`src/rtl/bpu_pkg.sv`:
```
// Shared types and helpers for the branch target buffer: FSM states,
// PC field extraction and direction-counter constants.
package bpu_pkg;

  typedef enum logic {
    SWEEP = 1'b0,
    RUN   = 1'b1
  } bpu_state_e;

  function automatic logic [63:0] bpu_field_mask(input int width);
    return (64'd1 << width) - 64'd1;
  endfunction

  // Index sits just above the word offset; the partial tag sits above the index.
  function automatic logic [63:0] bpu_index(input logic [63:0] pc, input int index_width);
    return (pc >> 2) & bpu_field_mask(index_width);
  endfunction

  function automatic logic [63:0] bpu_tag(input logic [63:0] pc, input int index_width,
                                          input int tag_width);
    return (pc >> (index_width + 2)) & bpu_field_mask(tag_width);
  endfunction

  function automatic logic [63:0] bpu_ctr_max(input int width);
    return bpu_field_mask(width);
  endfunction

  function automatic logic [63:0] bpu_ctr_weak_taken(input int width);
    return 64'd1 << (width - 1);
  endfunction

endpackage

```
`src/rtl/bpu_sat_ctr.sv`:
```
// Saturating up/down next-value function; callers own the register (if any).
module bpu_sat_ctr
  import bpu_pkg::*;
#(
  parameter int WIDTH = 2
) (
  input  logic [WIDTH-1:0] cur,
  input  logic             inc,
  input  logic             dec,
  output logic [WIDTH-1:0] nxt
);

  localparam logic [WIDTH-1:0] CTR_MAX = WIDTH'(bpu_ctr_max(WIDTH));

  always_comb begin
    nxt = cur;
    if (inc && !dec && (cur != CTR_MAX)) begin
      nxt = cur + WIDTH'(1);
    end else if (dec && !inc && (cur != '0)) begin
      nxt = cur - WIDTH'(1);
    end
  end

endmodule

```
`src/rtl/bpu_btb.sv`:
```
// Branch target buffer with partial tags, saturating direction counters,
// a valid-bit sweep FSM for reset/flush, and saturating statistics.
module bpu_btb
  import bpu_pkg::*;
#(
  parameter int PC_WIDTH    = 32,
  parameter int INDEX_WIDTH = 6,
  parameter int TAG_WIDTH   = 8,
  parameter int CTR_WIDTH   = 2,
  parameter int CNT_WIDTH   = 32
) (
  input  logic                clk,
  input  logic                reset_n,
  input  logic                flush,
  output logic                ready,
  input  logic                lookup_en,
  input  logic [PC_WIDTH-1:0] current_pc,
  output logic [PC_WIDTH-1:0] predicted_pc,
  output logic                btb_hit,
  output logic                predict_taken,
  input  logic                upd_valid,
  input  logic [PC_WIDTH-1:0] upd_pc,
  input  logic                upd_taken,
  input  logic [PC_WIDTH-1:0] upd_target,
  input  logic                upd_mispredict,
  output logic [CNT_WIDTH-1:0] stat_lookups,
  output logic [CNT_WIDTH-1:0] stat_mispredicts,
  output bpu_state_e          dbg_state
);

  localparam int DEPTH = 2 ** INDEX_WIDTH;
  localparam logic [CTR_WIDTH-1:0] CTR_WEAK_TAKEN = CTR_WIDTH'(bpu_ctr_weak_taken(CTR_WIDTH));

  bpu_state_e             state;
  logic [INDEX_WIDTH-1:0] sweep_idx;

  logic                   valid_q [DEPTH];
  logic [TAG_WIDTH-1:0]   tag_mem [DEPTH];
  logic [PC_WIDTH-3:0]    tgt_mem [DEPTH];
  logic [CTR_WIDTH-1:0]   ctr_mem [DEPTH];

  logic [INDEX_WIDTH-1:0] lk_idx, up_idx;
  logic [TAG_WIDTH-1:0]   lk_tag, up_tag;
  logic                   up_hit, up_en;
  logic [CTR_WIDTH-1:0]   ctr_nxt;
  logic [CNT_WIDTH-1:0]   lookups_nxt, mispredicts_nxt;

  assign ready     = (state == RUN);
  assign dbg_state = state;

  assign lk_idx = INDEX_WIDTH'(bpu_index(64'(current_pc), INDEX_WIDTH));
  assign lk_tag = TAG_WIDTH'(bpu_tag(64'(current_pc), INDEX_WIDTH, TAG_WIDTH));
  assign up_idx = INDEX_WIDTH'(bpu_index(64'(upd_pc), INDEX_WIDTH));
  assign up_tag = TAG_WIDTH'(bpu_tag(64'(upd_pc), INDEX_WIDTH, TAG_WIDTH));

  // Lookup reads array contents combinationally, so same-cycle updates are not seen.
  assign btb_hit       = ready & valid_q[lk_idx] & (tag_mem[lk_idx] == lk_tag);
  assign predict_taken = btb_hit & ctr_mem[lk_idx][CTR_WIDTH-1];
  assign predicted_pc  = predict_taken ? {tgt_mem[lk_idx], 2'b00} : current_pc + PC_WIDTH'(4);

  // upd_valid is a one-cycle pulse with no backpressure: it takes effect only
  // when ready is high and no flush is requested; otherwise it is discarded.
  assign up_hit = valid_q[up_idx] & (tag_mem[up_idx] == up_tag);
  assign up_en  = upd_valid & ready & ~flush;

  bpu_sat_ctr #(.WIDTH(CTR_WIDTH)) u_entry_ctr (
    .cur (ctr_mem[up_idx]),
    .inc (upd_taken),
    .dec (~upd_taken),
    .nxt (ctr_nxt)
  );

  always_ff @(posedge clk or negedge reset_n) begin
    if (!reset_n) begin
      state     <= SWEEP;
      sweep_idx <= '0;
    end else if (flush) begin
      state     <= SWEEP;
      sweep_idx <= '0;
    end else if (state == SWEEP) begin
      sweep_idx <= sweep_idx + INDEX_WIDTH'(1);
      if (sweep_idx == '1) state <= RUN;
    end
  end

  // Valid bits are initialised by the sweep rather than by reset.
  always_ff @(posedge clk) begin
    if (state == SWEEP) begin
      valid_q[sweep_idx] <= 1'b0;
    end else if (up_en && !up_hit && upd_taken) begin
      valid_q[up_idx] <= 1'b1;
    end
  end

  always_ff @(posedge clk) begin
    if (up_en) begin
      if (up_hit) begin
        ctr_mem[up_idx] <= ctr_nxt;
        if (upd_taken) tgt_mem[up_idx] <= (PC_WIDTH-2)'(upd_target >> 2);
      end else if (upd_taken) begin
        tag_mem[up_idx] <= up_tag;
        tgt_mem[up_idx] <= (PC_WIDTH-2)'(upd_target >> 2);
        ctr_mem[up_idx] <= CTR_WEAK_TAKEN;
      end
    end
  end

  bpu_sat_ctr #(.WIDTH(CNT_WIDTH)) u_stat_lookups (
    .cur (stat_lookups),
    .inc (lookup_en & ready),
    .dec (1'b0),
    .nxt (lookups_nxt)
  );

  bpu_sat_ctr #(.WIDTH(CNT_WIDTH)) u_stat_mispredicts (
    .cur (stat_mispredicts),
    .inc (upd_valid & upd_mispredict & ready),
    .dec (1'b0),
    .nxt (mispredicts_nxt)
  );

  always_ff @(posedge clk or negedge reset_n) begin
    if (!reset_n) begin
      stat_lookups     <= '0;
      stat_mispredicts <= '0;
    end else begin
      stat_lookups     <= lookups_nxt;
      stat_mispredicts <= mispredicts_nxt;
    end
  end

endmodule

```
`config.mk`:
```
export PLATFORM = sky130hd
export DESIGN_NAME = bpu_btb
export DESIGN_NICKNAME = d
export VERILOG_FILES = /design/src/rtl/bpu_pkg.sv /design/src/rtl/bpu_sat_ctr.sv /design/src/rtl/bpu_btb.sv
export SDC_FILE = /design/constraint.sdc
export NUM_CORES = 2
export LEC_CHECK = 0
export CAP_MARGIN = 20
export CORE_ASPECT_RATIO = 1.2
export CORE_MARGIN = 2
export CORE_UTILIZATION = 40
export DETAILED_ROUTE_END_ITERATION = 7
export HOLD_SLACK_MARGIN = 0.06
export SYNTH_ARGS = -nofsm -noshare
export SYNTH_HDL_FRONTEND = slang
export SYNTH_HIERARCHICAL = 1
export SYNTH_SLANG_ARGS = --single-unit
```
`constraint.sdc`:
```
create_clock -name clk -period 9.25 [get_ports clk]
set_input_delay 1.85 -clock clk [delete_from_list [all_inputs] [get_ports clk]]
set_output_delay 1.85 -clock clk [all_outputs]
set_load 0.02 [all_outputs]
```
Word level (Yosys, flattened, before mapping)
Memory sizes are Yosys's and may differ from the RTL's.
Index checks and enable logic that the tools add are counted.
Word-level totals
  memories: 4
  latch bits: 0
  bits in read-only memories: 0
  bits in writable memories: 2624
  input bits: 103
  register bits after elaboration: 71
Cells by class
  order comparisons: 0
  equality and inequality tests: 7
  div/mod/pow operators: 0
  multipliers: 0
  add/subtract/negate cells: 6
  reduce and logical (&&, ||, !) cells: 11
  bitwise logic cells: 13
  shifts and indexed selects: 0
  multiplexer cells: 27
Memory list
  tgt_mem: words 64, width 30, read ports 1, clocked after memory_dff 0, wr ports 1, RTL line bpu_btb.sv:39  | logic [PC_WIDTH-3:0] tgt_mem [DEPTH];
  tag_mem: words 64, width 8, read ports 2, clocked after memory_dff 0, wr ports 1, RTL line bpu_btb.sv:38  | logic [TAG_WIDTH-1:0] tag_mem [DEPTH];
  ctr_mem: words 64, width 2, read ports 2, clocked after memory_dff 0, wr ports 1, RTL line bpu_btb.sv:40  | logic [CTR_WIDTH-1:0] ctr_mem [DEPTH];
  valid_q: words 64, width 1, read ports 2, clocked after memory_dff 0, wr ports 1, RTL line bpu_btb.sv:37  | logic valid_q [DEPTH];
Operators by type and width (count)
  32-bit by 1-bit adder with 32-bit output, second input constant: 2
  32-bit != test, second input constant: 2
  32-bit by 3-bit adder with 32-bit output, second input constant: 1
  32-bit two-way mux: 1
  30-bit two-way mux: 1
  1-bit two-way mux: 19
  6-bit two-way mux: 3
  8-bit equality test: 2
  1-bit bitwise AND: 9
  1-bit logical AND: 7
  6-bit by 1-bit adder with 6-bit output, second input constant: 1
  6-bit equality test, second input constant: 1
  2-bit two-way mux: 3
  2-bit != test, second input constant: 2
  2-bit by 1-bit adder with 2-bit output, second input constant: 1
  1-bit zero test: 2
  1-bit inverter: 2
  1-bit bitwise OR: 2
  2-bit nonzero test: 1
  2-bit by 1-bit subtractor with 2-bit output, second input constant: 1
  1-bit OR reduction: 1

Depth between registers and ports, before layout
An unclocked memory read counts as a cell.
  word-level depth: 11
  mapped depth: 21
  mapped depth without buffers: 14

Modules after synthesis
The synthesis kept the hierarchy.
Modules (own cells, without submodules)
  bpu_btb: area each 110070.6 um2, cells each 5137, instances 1, seq. area each 80572.3 um2
  bpu_sat_ctr at u_stat_lookups: area each 1514.0 um2, cells each 213, instances 1, seq. area each 0.0 um2
  bpu_sat_ctr at u_stat_mispredicts: area each 1350.0 um2, cells each 201, instances 1, seq. area each 0.0 um2
  bpu_sat_ctr at u_entry_ctr: area each 101.3 um2, cells each 16, instances 1, seq. area each 0.0 um2

Worst setup path before layout
OpenSTA, ideal clock, no wires.
  path kind: input to output
  from: input current_pc[2]
  to: output predicted_pc[7]
  slack: 2.208 ns
  data arrival time: 5.192 ns
  cell stages on the path: 13
  buffers on the path: 8
  data required time: 7.400 ns
  cell sequence: buf_2 > buf_4 > buf_4 > buf_4 > buf_2 > buf_2 > buf_2 > buf_2 > mux4_2 > mux4_2 > mux2_2 > o21ai_0 > mux2i_1
On the way
  cells in the longest elaborated chain, start to end: 5
Ends and longest elaborated chain
  from (decl): RTL line bpu_btb.sv:17  | input logic [PC_WIDTH-1:0] current_pc,
  memory read 64 x 8 bit / memory read 64 x 1 bit (equally long branches)
  8-bit equality test / 1-bit bitwise AND (equally long branches): RTL line bpu_btb.sv:57  | assign btb_hit = ready & valid_q[lk_idx] & (tag_mem[lk_idx] == lk_tag);
  1-bit bitwise AND: RTL line bpu_btb.sv:57
  1-bit bitwise AND: RTL line bpu_btb.sv:58  | assign predict_taken = btb_hit & ctr_mem[lk_idx][CTR_WIDTH-1];
  32-bit two-way mux *: RTL line bpu_btb.sv:59  | assign predicted_pc = predict_taken ? {tgt_mem[lk_idx], 2'b00} : current_pc + PC_WIDTH'(4);
  to (decl): RTL line bpu_btb.sv:18  | output logic [PC_WIDTH-1:0] predicted_pc,
Every way passes the cells marked *; elsewhere a longest branch is shown, timed or not.

Worst setup path after layout
  from: input current_pc[7]
  to: output predicted_pc[20]
The elaborated chain is that of the path after synthesis.

==> reports/metrics.csv <==
metric,value,unit
outcome,completed,
clock buffer depth,4,
CTS Hold Bufs,0,
CTS Buf Count,284,
type of origin of the critical path,input pin,
H-tree levels,5,
clk_skew,0.0674,ns
root buf cell,clkbuf_16,
First DRT Iteration DRCs,8098,
number of remaining DRC errors,0,
cell count after synthesis,5567,
Die H,586,µm
largest net degree at the start of global routing,135,
Sink Count,2695,
max incr delay on CP,0.61,ns
relative slew slack,23.3,%
Worst Tran Pin Value,1.15,ns
Static Leak,40.3,nW
Register-to-Register Path Depth,11,
die width,489,µm
DRT antenna net count,0,
async set-reset flop share out of synthesis,2.63,%
Via Count,61031,
FF-to-FF setup slack,4.29,ns
Slew Limit Fails,0,
PwrDens,208,nW/µm²
max_cap viols,0,
dpl hpwl,201,mm
"Hold Violations, Final",0,
vias in the first global route,61779,
RSZ-0062 raised after global routing,false,
Starting Density,40.2,%
First-pass DRT Iterations,6,
worst setup margin,0.962,ns
Synth warnings,6,
most frequent cells in the layout,"edfxtp_1, mux4_2, clkbuf_16, buf_4, clkdlybuf4s50_1",
kind of end point of the critical path,primary output,
Fmax,121,MHz
Placer Congestion,0.949,
I/O Pins,203,
Netlist cell types,104,
gr usage total,23.8,%
period utilization,89.6,%
P&R area growth vs syn,14.7,%
Worst Hold Depth,1,
HP Class,reg2reg,
"Buf+Inv Stages, Crit Path",4,
CP required,7.40,ns
"Min Clock Period, post-route",8.29,ns
CP cell instances,"buf_2, inv_4, nor2_1, a31oi_1, o211ai_1, o21ai_0, xnor2_1, nor3_1, and4_2, buf_12, mux2_2, clkdlybuf4s50_1",
worst hold slack,0.507,ns
core box area,281000,µm²
die footprint,287000,µm²
Post-Place Worst Slack,1.12,ns
"CTS clk-pin slew, worst paths",0.06,ns
grt ovf,0,
CTS tree,done,
routed vias/inst,6.14,
wire per inst,34.7,µm
first-pass GRT wire length,479,mm
initial antenna violation count,27,
critical path depth,12,
setup bufs post-CTS,0,
std cell rows,213,
"Clk Latency, worst-skew pair",0.88,ns
worst path arrival time,6.44,ns
setup_tns,0,ns
critical path class,in2out,
"commonest non-fill, non-tap cell in the layout",edfxtp_1,
CP Max Fanout,32,
port bufs,182,
register bit count reported by yosys,2695,
number of gates resized after cts,0,
post-synthesis average cell area,20.3,µm²
nets@finish,6071,
share of cells above drive strength 1,30.4,%
VDD IR max,0.000185,V
CP top delay family,buffers and inverters,
Worst path slowest cell,nor2_1,
Final setup viols,0,
mapped cell area,113000,µm²
top_reg_cell synth,edfxtp_1,
WL final,345,mm
post-synthesis sequential area ratio,71.3,%
"EDFF count, synth",2624,
==> state kept, by name, indices dropped and copies added, names as in the netlist <==
name              cells
sweep_idx             6
stat_mispredicts     32
stat_lookups         32
tag_mem             512
ctr_mem             128
dbg_state             1
valid_q              64
tgt_mem            1920
==> cell usage after synthesis, drive strengths merged, types with 5 or more instances <==
cell type / number / share of area, %
edfxtp: 2624 / 70
mux4: 850 / 17
nor2: 204 / 0.69
buf: 189 / 0.92
clkbuf: 187 / 0.62
nand2: 124 / 0.42
nor3: 123 / 0.82
a21oi: 108 / 0.48
mux2i: 96 / 0.85
a22oi: 90 / 0.60
mux2: 84 / 0.84
nand3: 79 / 0.35
a221oi: 75 / 0.58
dfrtp: 71 / 1.6
xnor2: 59 / 0.46
xor2: 47 / 0.36
o21ai: 46 / 0.21
and3: 38 / 0.22
nand4: 37 / 0.23
o22ai: 36 / 0.20
nand2b: 30 / 0.17
nor4: 30 / 0.27
a31oi: 23 / 0.19
inv: 21 / 0.070
nor2b: 19 / 0.11
nand3b: 18 / 0.12
nor3b: 18 / 0.13
or3: 16 / 0.090
o211ai: 15 / 0.10
o31ai: 15 / 0.11
a22o: 14 / 0.11
o2bb2ai: 13 / 0.10
o32ai: 13 / 0.12
a32oi: 12 / 0.13
and2: 12 / 0.066
a211oi: 11 / 0.077
and4: 11 / 0.085
ha: 10 / 0.11
o221ai: 9 / 0.070
and3b: 8 / 0.062
or2: 8 / 0.044
a221o: 6 / 0.053
or3b: 6 / 0.046
or4: 6 / 0.046
a41oi: 5 / 0.039
==> cell families after synthesis <==
family	count (synthesis)	share of synthesized area [%]
and+or+nand+nor	798	4.06
adders and majority gates	10	0.111
muxes	1030	18.6
DFF	2695	71.3
AOI/OAI and AO/OA	527	3.48
xor gates and xnor gates	106	0.821
other	1	0.00332
buffers and inverters	400	1.62
==> final timing paths <==
kind | start | endpoint
worst max-delay path | current_pc[7] | predicted_pc[20]
worst min-delay path | stat_mispredicts[26]$_DFF_PN0_ | stat_mispredicts[26]$_DFF_PN0_
worst max register to register | tag_mem[46][1]$_DFFE_PP_ | ctr_mem[63][0]$_DFFE_PP_
worst min register to register | stat_mispredicts[26]$_DFF_PN0_ | stat_mispredicts[26]$_DFF_PN0_
max in group asynchronous | reset_n | stat_mispredicts[24]$_DFF_PN0_
min in group asynchronous | reset_n | stat_lookups[26]$_DFF_PN0_
==> metal layers <==
| layer | share of wire (%) | GRT usage [%] |
|---|---|---|
| met5 | 0.012 | 0 |
| met4 | 4.9 | 10.3 |
| met3 | 7.8 | 3.72 |
| met2 | 50 | 40.3 |
| met1 | 37 | 30.4 |
==> where the power goes <==
| group | switching (mW) | internal [mW] | leakage [nW] |
|---|---|---|---|
| clock | 4.72 | 6.40 | 4.33 |
| combinational | 1.25 | 0.839 | 11.4 |
| sequential | 0.211 | 13.5 | 24.6 |
==> final cells by class <==
| class | count | area (µm²) |
|---|---|---|
| Fill cell | 23713 | 151000 |
| Sequential cell | 2695 | 80600 |
| Multi-Input combinational cell | 2479 | 31200 |
| Clock buffer | 347 | 7570 |
| Tap cell | 3762 | 4710 |
| Timing Repair Buffer | 474 | 4140 |
| Clock inverter | 144 | 1310 |
| Inverter | 24 | 100 |
| Antenna cell | 12 | 30.0 |
==> through the flow <==
step           cells  util, %  power (mW)  area [µm²]
2_1_floorplan   5574        -        15.2      113000
3_3_place_gp    9431     43.0        16.0      121000
3_5_place_dp    9432     43.0        16.0      121000
4_1_cts         9923     46.1        27.1      130000
5_1_grt         9929     46.2        27.7      130000
6_report        9937     46.2        26.9      130000
Power figures use the tool's default switching activity.
